File: config.mk
export PLATFORM = sky130hd
export DESIGN_NAME = recip_share_sched
export DESIGN_NICKNAME = d
export VERILOG_FILES = /design/src/rtl/recip_share_sched.sv
export SDC_FILE = /design/constraint.sdc
export NUM_CORES = 1
export LEC_CHECK = 0
export CORE_UTILIZATION = 36
export DETAILED_ROUTE_END_ITERATION = 7
export PLACE_DENSITY_LB_ADDON = 0.05
export SYNTH_ARGS = -nofsm -noshare
export SYNTH_HDL_FRONTEND = slang
export SYNTH_SLANG_ARGS = --single-unit
File: constraint.sdc
create_clock -name i_clk -period 2.9 [get_ports i_clk]
set_clock_uncertainty 0.15 [all_clocks]
set_input_delay 0.435 -clock i_clk [delete_from_list [all_inputs] [get_ports i_clk]]
set_output_delay 0.435 -clock i_clk [all_outputs]
set_load 0.01 [all_outputs]
File: src/rtl/recip_share_sched.sv
// Shares one iterative reciprocal unit among NUM_REQ requesters: round-robin grant,
// single-launch control, zero-operand bypass and hung-unit timeout.
module recip_share_sched #(
    parameter int unsigned NUM_REQ = 4,
    parameter int unsigned DATA_W  = 32,
    parameter int unsigned TIMEOUT = 63,
    localparam int unsigned ID_W   = (NUM_REQ > 1) ? $clog2(NUM_REQ) : 1
) (
    input  logic                      i_clk,
    input  logic                      i_rst,
    input  logic [NUM_REQ-1:0]        i_req_valid,
    input  logic [NUM_REQ*DATA_W-1:0] i_req_data,
    output logic [NUM_REQ-1:0]        o_req_ready,
    output logic                      o_unit_start,
    output logic [DATA_W-1:0]         o_unit_operand,
    input  logic                      i_unit_done,
    input  logic [DATA_W-1:0]         i_unit_result,
    output logic                      o_rsp_valid,
    output logic [ID_W-1:0]           o_rsp_id,
    output logic [DATA_W-1:0]         o_rsp_data,
    output logic                      o_rsp_err,
    input  logic                      i_rsp_ready,
    output logic                      o_busy
);

    localparam logic [7:0] TIMEOUT_CNT = 8'(TIMEOUT);
    localparam logic [ID_W:0] NUM_REQ_W = (ID_W + 1)'(NUM_REQ);

    typedef enum logic [1:0] {
        StIdle,
        StLaunch,
        StWait,
        StResp
    } state_e;

    state_e              state_q, state_d;
    logic [ID_W-1:0]     rr_ptr_q, rr_ptr_d;
    logic [7:0]          cnt_q, cnt_d;
    logic [ID_W-1:0]     id_q, id_d;
    logic [DATA_W-1:0]   operand_q, operand_d;
    logic [DATA_W-1:0]   rsp_data_q, rsp_data_d;
    logic                rsp_err_q, rsp_err_d;
    logic                start_q, start_d;

    logic                grant_found;
    logic [ID_W-1:0]     grant_idx;
    logic [DATA_W-1:0]   grant_operand;

    // Round-robin search starting at rr_ptr_q, wrapping at NUM_REQ.
    always_comb begin
        logic [ID_W:0] idx;
        grant_found = 1'b0;
        grant_idx   = '0;
        idx         = '0;
        for (int unsigned i = 0; i < NUM_REQ; i++) begin
            idx = {1'b0, rr_ptr_q} + (ID_W + 1)'(i);
            if (idx >= NUM_REQ_W) begin
                idx = idx - NUM_REQ_W;
            end
            if (!grant_found && i_req_valid[idx[ID_W-1:0]]) begin
                grant_found = 1'b1;
                grant_idx   = idx[ID_W-1:0];
            end
        end
    end

    assign grant_operand = i_req_data[grant_idx*DATA_W +: DATA_W];

    always_comb begin
        o_req_ready = '0;
        if (state_q == StIdle && grant_found) begin
            o_req_ready[grant_idx] = 1'b1;
        end
    end

    always_comb begin
        state_d    = state_q;
        rr_ptr_d   = rr_ptr_q;
        cnt_d      = cnt_q;
        id_d       = id_q;
        operand_d  = operand_q;
        rsp_data_d = rsp_data_q;
        rsp_err_d  = rsp_err_q;
        start_d    = 1'b0;

        unique case (state_q)
            StIdle: begin
                if (grant_found) begin
                    id_d      = grant_idx;
                    operand_d = grant_operand;
                    if (grant_operand == '0) begin
                        rsp_data_d = '1;
                        rsp_err_d  = 1'b1;
                        state_d    = StResp;
                    end else begin
                        start_d = 1'b1;
                        state_d = StLaunch;
                    end
                end
            end
            StLaunch: begin
                cnt_d   = '0;
                state_d = StWait;
            end
            StWait: begin
                cnt_d = cnt_q + 8'd1;
                // A completion arriving on the timeout cycle still counts as success.
                if (i_unit_done) begin
                    rsp_data_d = i_unit_result;
                    rsp_err_d  = 1'b0;
                    state_d    = StResp;
                end else if (cnt_q == TIMEOUT_CNT) begin
                    rsp_data_d = '0;
                    rsp_err_d  = 1'b1;
                    state_d    = StResp;
                end
            end
            StResp: begin
                if (i_rsp_ready) begin
                    rr_ptr_d = (id_q == ID_W'(NUM_REQ - 1)) ? '0 : id_q + 1'b1;
                    state_d  = StIdle;
                end
            end
            default: state_d = StIdle;
        endcase
    end

    always_ff @(posedge i_clk) begin
        if (i_rst) begin
            state_q    <= StIdle;
            rr_ptr_q   <= '0;
            cnt_q      <= '0;
            id_q       <= '0;
            operand_q  <= '0;
            rsp_data_q <= '0;
            rsp_err_q  <= 1'b0;
            start_q    <= 1'b0;
        end else begin
            state_q    <= state_d;
            rr_ptr_q   <= rr_ptr_d;
            cnt_q      <= cnt_d;
            id_q       <= id_d;
            operand_q  <= operand_d;
            rsp_data_q <= rsp_data_d;
            rsp_err_q  <= rsp_err_d;
            start_q    <= start_d;
        end
    end

    assign o_unit_start   = start_q;
    assign o_unit_operand = operand_q;
    assign o_rsp_valid    = (state_q == StResp);
    assign o_rsp_id       = id_q;
    assign o_rsp_data     = rsp_data_q;
    assign o_rsp_err      = rsp_err_q;
    assign o_busy         = (state_q != StIdle);

endmodule
; Yosys cells after proc, flatten, opt, wreduce, memory -nomap -nowiden
; Cells that the tools add are included.
[totals]
elab_cells = 99
input_bits = 168
ff_bits = 80
[op_classes]
n_reduce_logical = 18
n_eq_ne = 9
addsub = 9
muxes = 42
bitwise_logic = 2
shifts = 1
magnitude_cmp = 10
[ops]
columns = op, n
row1 = $mux W32, 4
row2 = $shiftx A128 B8 Y32, 1
row3 = $pmux W32 S2, 1
row4 = $logic_not A32 Y1, 1
row5 = $mux W2, 14
row6 = $pmux W8 S2, 1
row7 = $lt A2 B3 Y1 const B, 5
row8 = $mux W1, 14
row9 = $ge A3 B3 Y1 const B, 3
row10 = $add A8 B1 Y8 const B, 1
row11 = $bmux W1 S2, 4
row12 = $eq A8 B6 Y1 const B, 1
row13 = $pmux W2 S4, 1
row14 = $sub A2 B1 Y2 const B, 4
row15 = $add A2 B2 Y3 const B, 2
row16 = $eq A2 B2 Y1 const B, 3
row17 = $reduce_bool A2 Y1, 3
row18 = $logic_and A1 B1 Y1, 5
row19 = $mux W4, 1
row20 = $ne A2 B1 Y1 const B, 2
row21 = $reduce_and A2 Y1, 2
row22 = $reduce_and A4 Y1, 1
row23 = $add A2 B1 Y3 const B, 1
row24 = $ge A2 B3 Y1 const B, 1
row25 = other kinds (12), 15

; Logic depth before layout (Yosys ltp)
[logic_depth]
word_depth = 19
depth_mapped = 13

; Least setup slack after synthesis
; No wires, ideal clock.
[synth_path]
path_kind = input port to flip-flop
from = input port i_req_valid[1]
to = register rsp_data_q[10], in the netlist o_rsp_data[10]
required_ns = 2.613
setup_slack_ns = -0.229
cell_stages = 11
setup_ns = 0.137
arrival_time_ns = 2.842
cell_sequence = a21boi_0 > o22ai_2 > nor2_1 > buf_6 > mux2i_1 > mux2i_1 > or4_1 > nor4_4 > a211o_2 > buf_4 > a32oi_1
[synth_between]
elab_chain_cells = 16
elab_cells_between_ends = 27
classes_between = 2 x eq/ne / 1 x shift / 16 x mux / 8 x reduce/logical
[synth_lines]
columns = element, line
row1 = from (decl), 11  ; input logic [NUM_REQ-1:0] i_req_valid,
row2 = $bmux W1 S2, 60  ; if (!grant_found && i_req_valid[idx[ID_W-1:0]]) begin
row3 = $mux W1 (implied by the code), 60
row4 = $mux W1, 60
row5 = $logic_not A1 Y1, 60
row6 = $logic_and A1 B1 Y1, 60
row7 = $mux W1, 60
row8 = $logic_not A1 Y1, 60
row9 = $logic_and A1 B1 Y1, 60
row10 = $mux W1, 60
row11 = $logic_not A1 Y1, 60
row12 = $logic_and A1 B1 Y1, 60
row13 = $mux W2, 60
row14 = $shiftx A128 B8 Y32, 67  ; assign grant_operand = i_req_data[grant_idx*DATA_W +: DATA_W];
row15 = $logic_not A32 Y1, 91  ; if (grant_operand == '0) begin
row16 = $ne A2 B1 Y1 (no line), -
row17 = $reduce_and A4 Y1 (no line) (*), -
row18 = to (signal assigned), 144  ; rsp_data_q <= rsp_data_d;
row19 = to (decl), 41  ; logic [DATA_W-1:0] rsp_data_q, rsp_data_d;
; Mark *: on every way between the ends. The rest lies on a longest branch, timed or not. The select of a mux whose other input is x is not followed.
; A chain may end at the register's enable or synchronous reset.

; Worst setup path after layout
[layout_path]
from = register rr_ptr_q[1]
to = register rsp_data_q[14], in the netlist o_rsp_data[14]
[layout_between]
elab_chain_cells = 18
elab_cells_between_ends = 42
classes_between = 7 x add/sub / 4 x order compare / 2 x eq/ne / 1 x shift / 20 x mux / 8 x reduce/logical
[layout_lines]
columns = element, line
row1 = from (decl), 37  ; logic [ID_W-1:0] rr_ptr_q, rr_ptr_d;
row2 = from (signal assigned), 140  ; rr_ptr_q <= rr_ptr_d;
row3 = "parallel branches: the longest is 17 deep, another holds $add A2 B1 Y3", -
row4 = $reduce_and A4 Y1 (no line) (*), -
; Mark *: on every way between the ends. The select of a mux whose other input is x is not followed.

==> key figures <==
GRT
  • Largest net degree at the start of global routing: 33
  • GRT Util Overall: 23.9%
  • First-pass GRT wire length: 23700 um
  • Initial antenna violation count: 0
  • Vias in the first global route: 4655
  • Gr ovfl total: 0
  • Met2 usage: 44.3%
  • Met3 usage: 5.24%
  • Gr busiest metal: met2
  • Met1 usage: 27.2%

Placement
  • Post-DP HPWL: 11300 um
  • Pre-CTS setup slack: -872 ps
  • Final RePlAce weighted congestion: 0.827
  • Port buffer count: 241

Clocking
  • Number of buffers created by CTS: 9
  • H-tree depth: 3
  • Clk sinks: 80
  • Skew-Pair Late Insertion Delay: 330 ps
  • Worst-path clk slew: 60 ps
  • Hold-fix buffers, CTS: 0
  • Longest Clk Path Bufs: 2
  • CTS tree: yes
  • CTS root buf: clkbuf_16

Run status
  • Outcome: finished with violations
  • Failing checks: setup timing

Synthesis
  • Post-synth top flop: dfxtp_1
  • Distinct cells, synth: 40
  • Async set-reset flop share out of synthesis: 0%
  • Avg Inst Size Synth: 8.63 um2
  • Number of flops mapped to enable cells by yosys: 0
  • #FFs+latches synth: 80
  • Synth warn: 0
  • Gate Count Post-Synth: 510
  • Sequential share of the synthesized area: 36.4%
  • Syn nets: 684
  • Post-Syn Area: 4400 um2

Floorplan
  • Row Count: 40
  • Initial Util: 36.8%
  • Die Ht: 113 um
  • Core Area: 12000 um2
  • Top Ports: 242
  • Die ar.: 12700 um2
  • Die X: 113 um

Run
  • Max-Cap Viols: 0

Final layout
  • Most frequent cells in the layout: clkdlybuf4s50_1 (234), dfxtp_1 (79), nor2_1 (65), mux2i_1 (65), nand2_1 (56)
  • Nets: 962
  • Area Growth Syn to Fin: 81.5%
  • Ant diodes: 0
  • Share of layout cells above drive strength 1: 16.5%
  • Leading cell type in the layout, fill and taps excluded: clkdlybuf4s50_1

STA
  • Hold Fails Final Rpt: 0
  • Fin crit period: 3220 ps
  • Setup violators final: 35
  • RSZ-0062 raised after global routing: true
  • Period utilization: 111%
  • Least-Margin Pin Slew: 555 ps
  • Max-slew headroom: 62.9%
  • Fmax: 311 MHz
  • Worst setup margin: -319 ps
  • Final TNS setup: -10220 ps
  • Pins Over Slew Limit: 0

Setup path
  • Critical path class: reg -> reg
  • Critical Path RT: 3000 ps
  • Crit path max-delay cell type: dfxtp_4
  • Cells along the critical path: buf_6 > a21boi_2 > o22ai_2 > nor2_4 > buf_12 > clkbuf_16 > buf_12 > mux2i_2 > mux2_4 > nand4_1 > nor4_4 > buf_4 > a31oi_4 > clkbuf_16 > a32oi_1
  • Crit path arrival time: 3320 ps
  • Crit path buffers/inverters: 6
  • CP Capture Type: register
  • CP max stage delay: 360 ps
  • Delay-heaviest family, CP: buffers and inverters
  • CP Max Fanout: 8
  • Crit start category: register

Route
  • DR vias: 4707
  • DR vias/cell: 5.01
  • DR WL/cell: 16.8 um
  • DRC: 0
  • Initial DRC Count: 177
  • DRT Wirelength: 15800 um
  • Antenna Nets Post-Route: 0
  • TritonRoute pass-1 iters: 4

Pwr
  • Worst vdd ir: 0.382 mV
  • Power per Cell Area: 705 nW/um2
  • Tot Pwr: 5.63 mW
  • Leak: 3.12 nW

Hold path
  • Hold Crit Class: reg -> reg
==> what timing repair did <==
| action | 4_1_cts | 5_1_grt |
|---|---|---|
| pin swaps | 7 | 9 |
| endpoints found under the setup margin | 39 | 39 |
| gates cloned | 4 | 3 |
| gates resized for setup | 28 | 27 |
| setup buffers | 13 | 8 |
==> report_power, final <==
group | internal, mW | switching, mW | leakage (nW)
Sequential | 1.45 | 0.195 | 0.655
Clock | 0.807 | 0.464 | 0.163
Combinational | 1.43 | 1.28 | 2.31
Total | 3.69 | 1.94 | 3.12
==> cell usage after synthesis, types with 2 or more instances <==
library cell | number | share of area (%)
a211oi_1 | 2 | 0.34
a21boi_0 | 3 | 0.51
a21oi_1 | 41 | 4.7
a32oi_1 | 32 | 6.4
buf_2 | 4 | 0.45
buf_4 | 8 | 1.4
buf_6 | 5 | 1.3
clkbuf_1 | 19 | 1.6
dfxtp_1 | 80 | 36
ha_1 | 6 | 1.7
inv_1 | 39 | 3.3
mux2_2 | 24 | 6.1
mux2i_1 | 74 | 17
nand2_1 | 56 | 4.8
nand2b_1 | 3 | 0.43
nand3_1 | 4 | 0.45
nand4_1 | 9 | 1.3
nor2_1 | 66 | 5.6
nor2b_1 | 2 | 0.28
nor3_1 | 4 | 0.45
nor3b_1 | 3 | 0.51
nor4_1 | 2 | 0.28
o21ai_0 | 2 | 0.23
xnor2_1 | 2 | 0.40
xor2_1 | 5 | 0.99
==> routing by layer <==
layer  vias up  part of all wire [%]
li1       2336                     -
met1      2193                    42
met2       158                    51
met3        20                   5.9
met4         0                   1.6
met5         -                     0
==> metrics by stage <==
stage | hold WS [ps] | utilization [%] | std cells | cell area (um2)
floorplan | 317 | - | 510 | 4430
global placement | 280 | 59.9 | 897 | 7160
detailed placement | 284 | 59.9 | 897 | 7160
CTS | 294 | 65.1 | 930 | 7780
global route | 309 | 66.8 | 940 | 7990
finish | 287 | 66.8 | 940 | 7990
==> state kept, by name (all words and copies together) (netlist names) <==
signal / cells
o_rsp_data: 32
o_rsp_id: 2
o_unit_start: 1
cnt_q: 8
state_q: 2
o_unit_operand: 32
rr_ptr_q: 2
o_rsp_err: 1
==> final timing paths <==
kind	startpoint	endpoint	slack, ps	depth (start not counted)
min	o_rsp_data[6]	o_rsp_data[6]	290	2
min reg2reg	o_rsp_data[6]	o_rsp_data[6]	290	2
max reg2reg	rr_ptr_q[1]	o_rsp_data[14]	-320	15
max	rr_ptr_q[1]	o_rsp_data[14]	-320	15
==> final cells by class <==
type / count / area, um2
fill: 970 / 3970
timing repair buffer: 304 / 3110
multi-input combinational: 353 / 2610
sequential: 80 / 1610
clock buffer: 11 / 253
tap: 147 / 184
inverter: 40 / 150
clock inverter: 5 / 85.1
==> logic make-up after synthesis <==
family | Yosys count | share of synthesized area [%]
flops | 80 | 36.4
mux | 98 | 23.0
compound gates | 86 | 13.6
fa+ha+maj | 6 | 1.70
simple gates | 156 | 15.7
buf+inv | 77 | 8.21
xor+xnor | 7 | 1.39
==> worst reg2reg max path, cell delays in order, from the launching register on <==
cell	delay (ps)
dfxtp_4	360
buf_6	120
a21boi_2	140
o22ai_2	110
nor2_4	150
buf_12	160
clkbuf_16	180
buf_12	130
mux2i_2	230
mux2_4	190
nand4_1	180
nor4_4	360
buf_4	180
a31oi_4	140
clkbuf_16	210
a32oi_1	150
(Power assumes the default switching activity.)
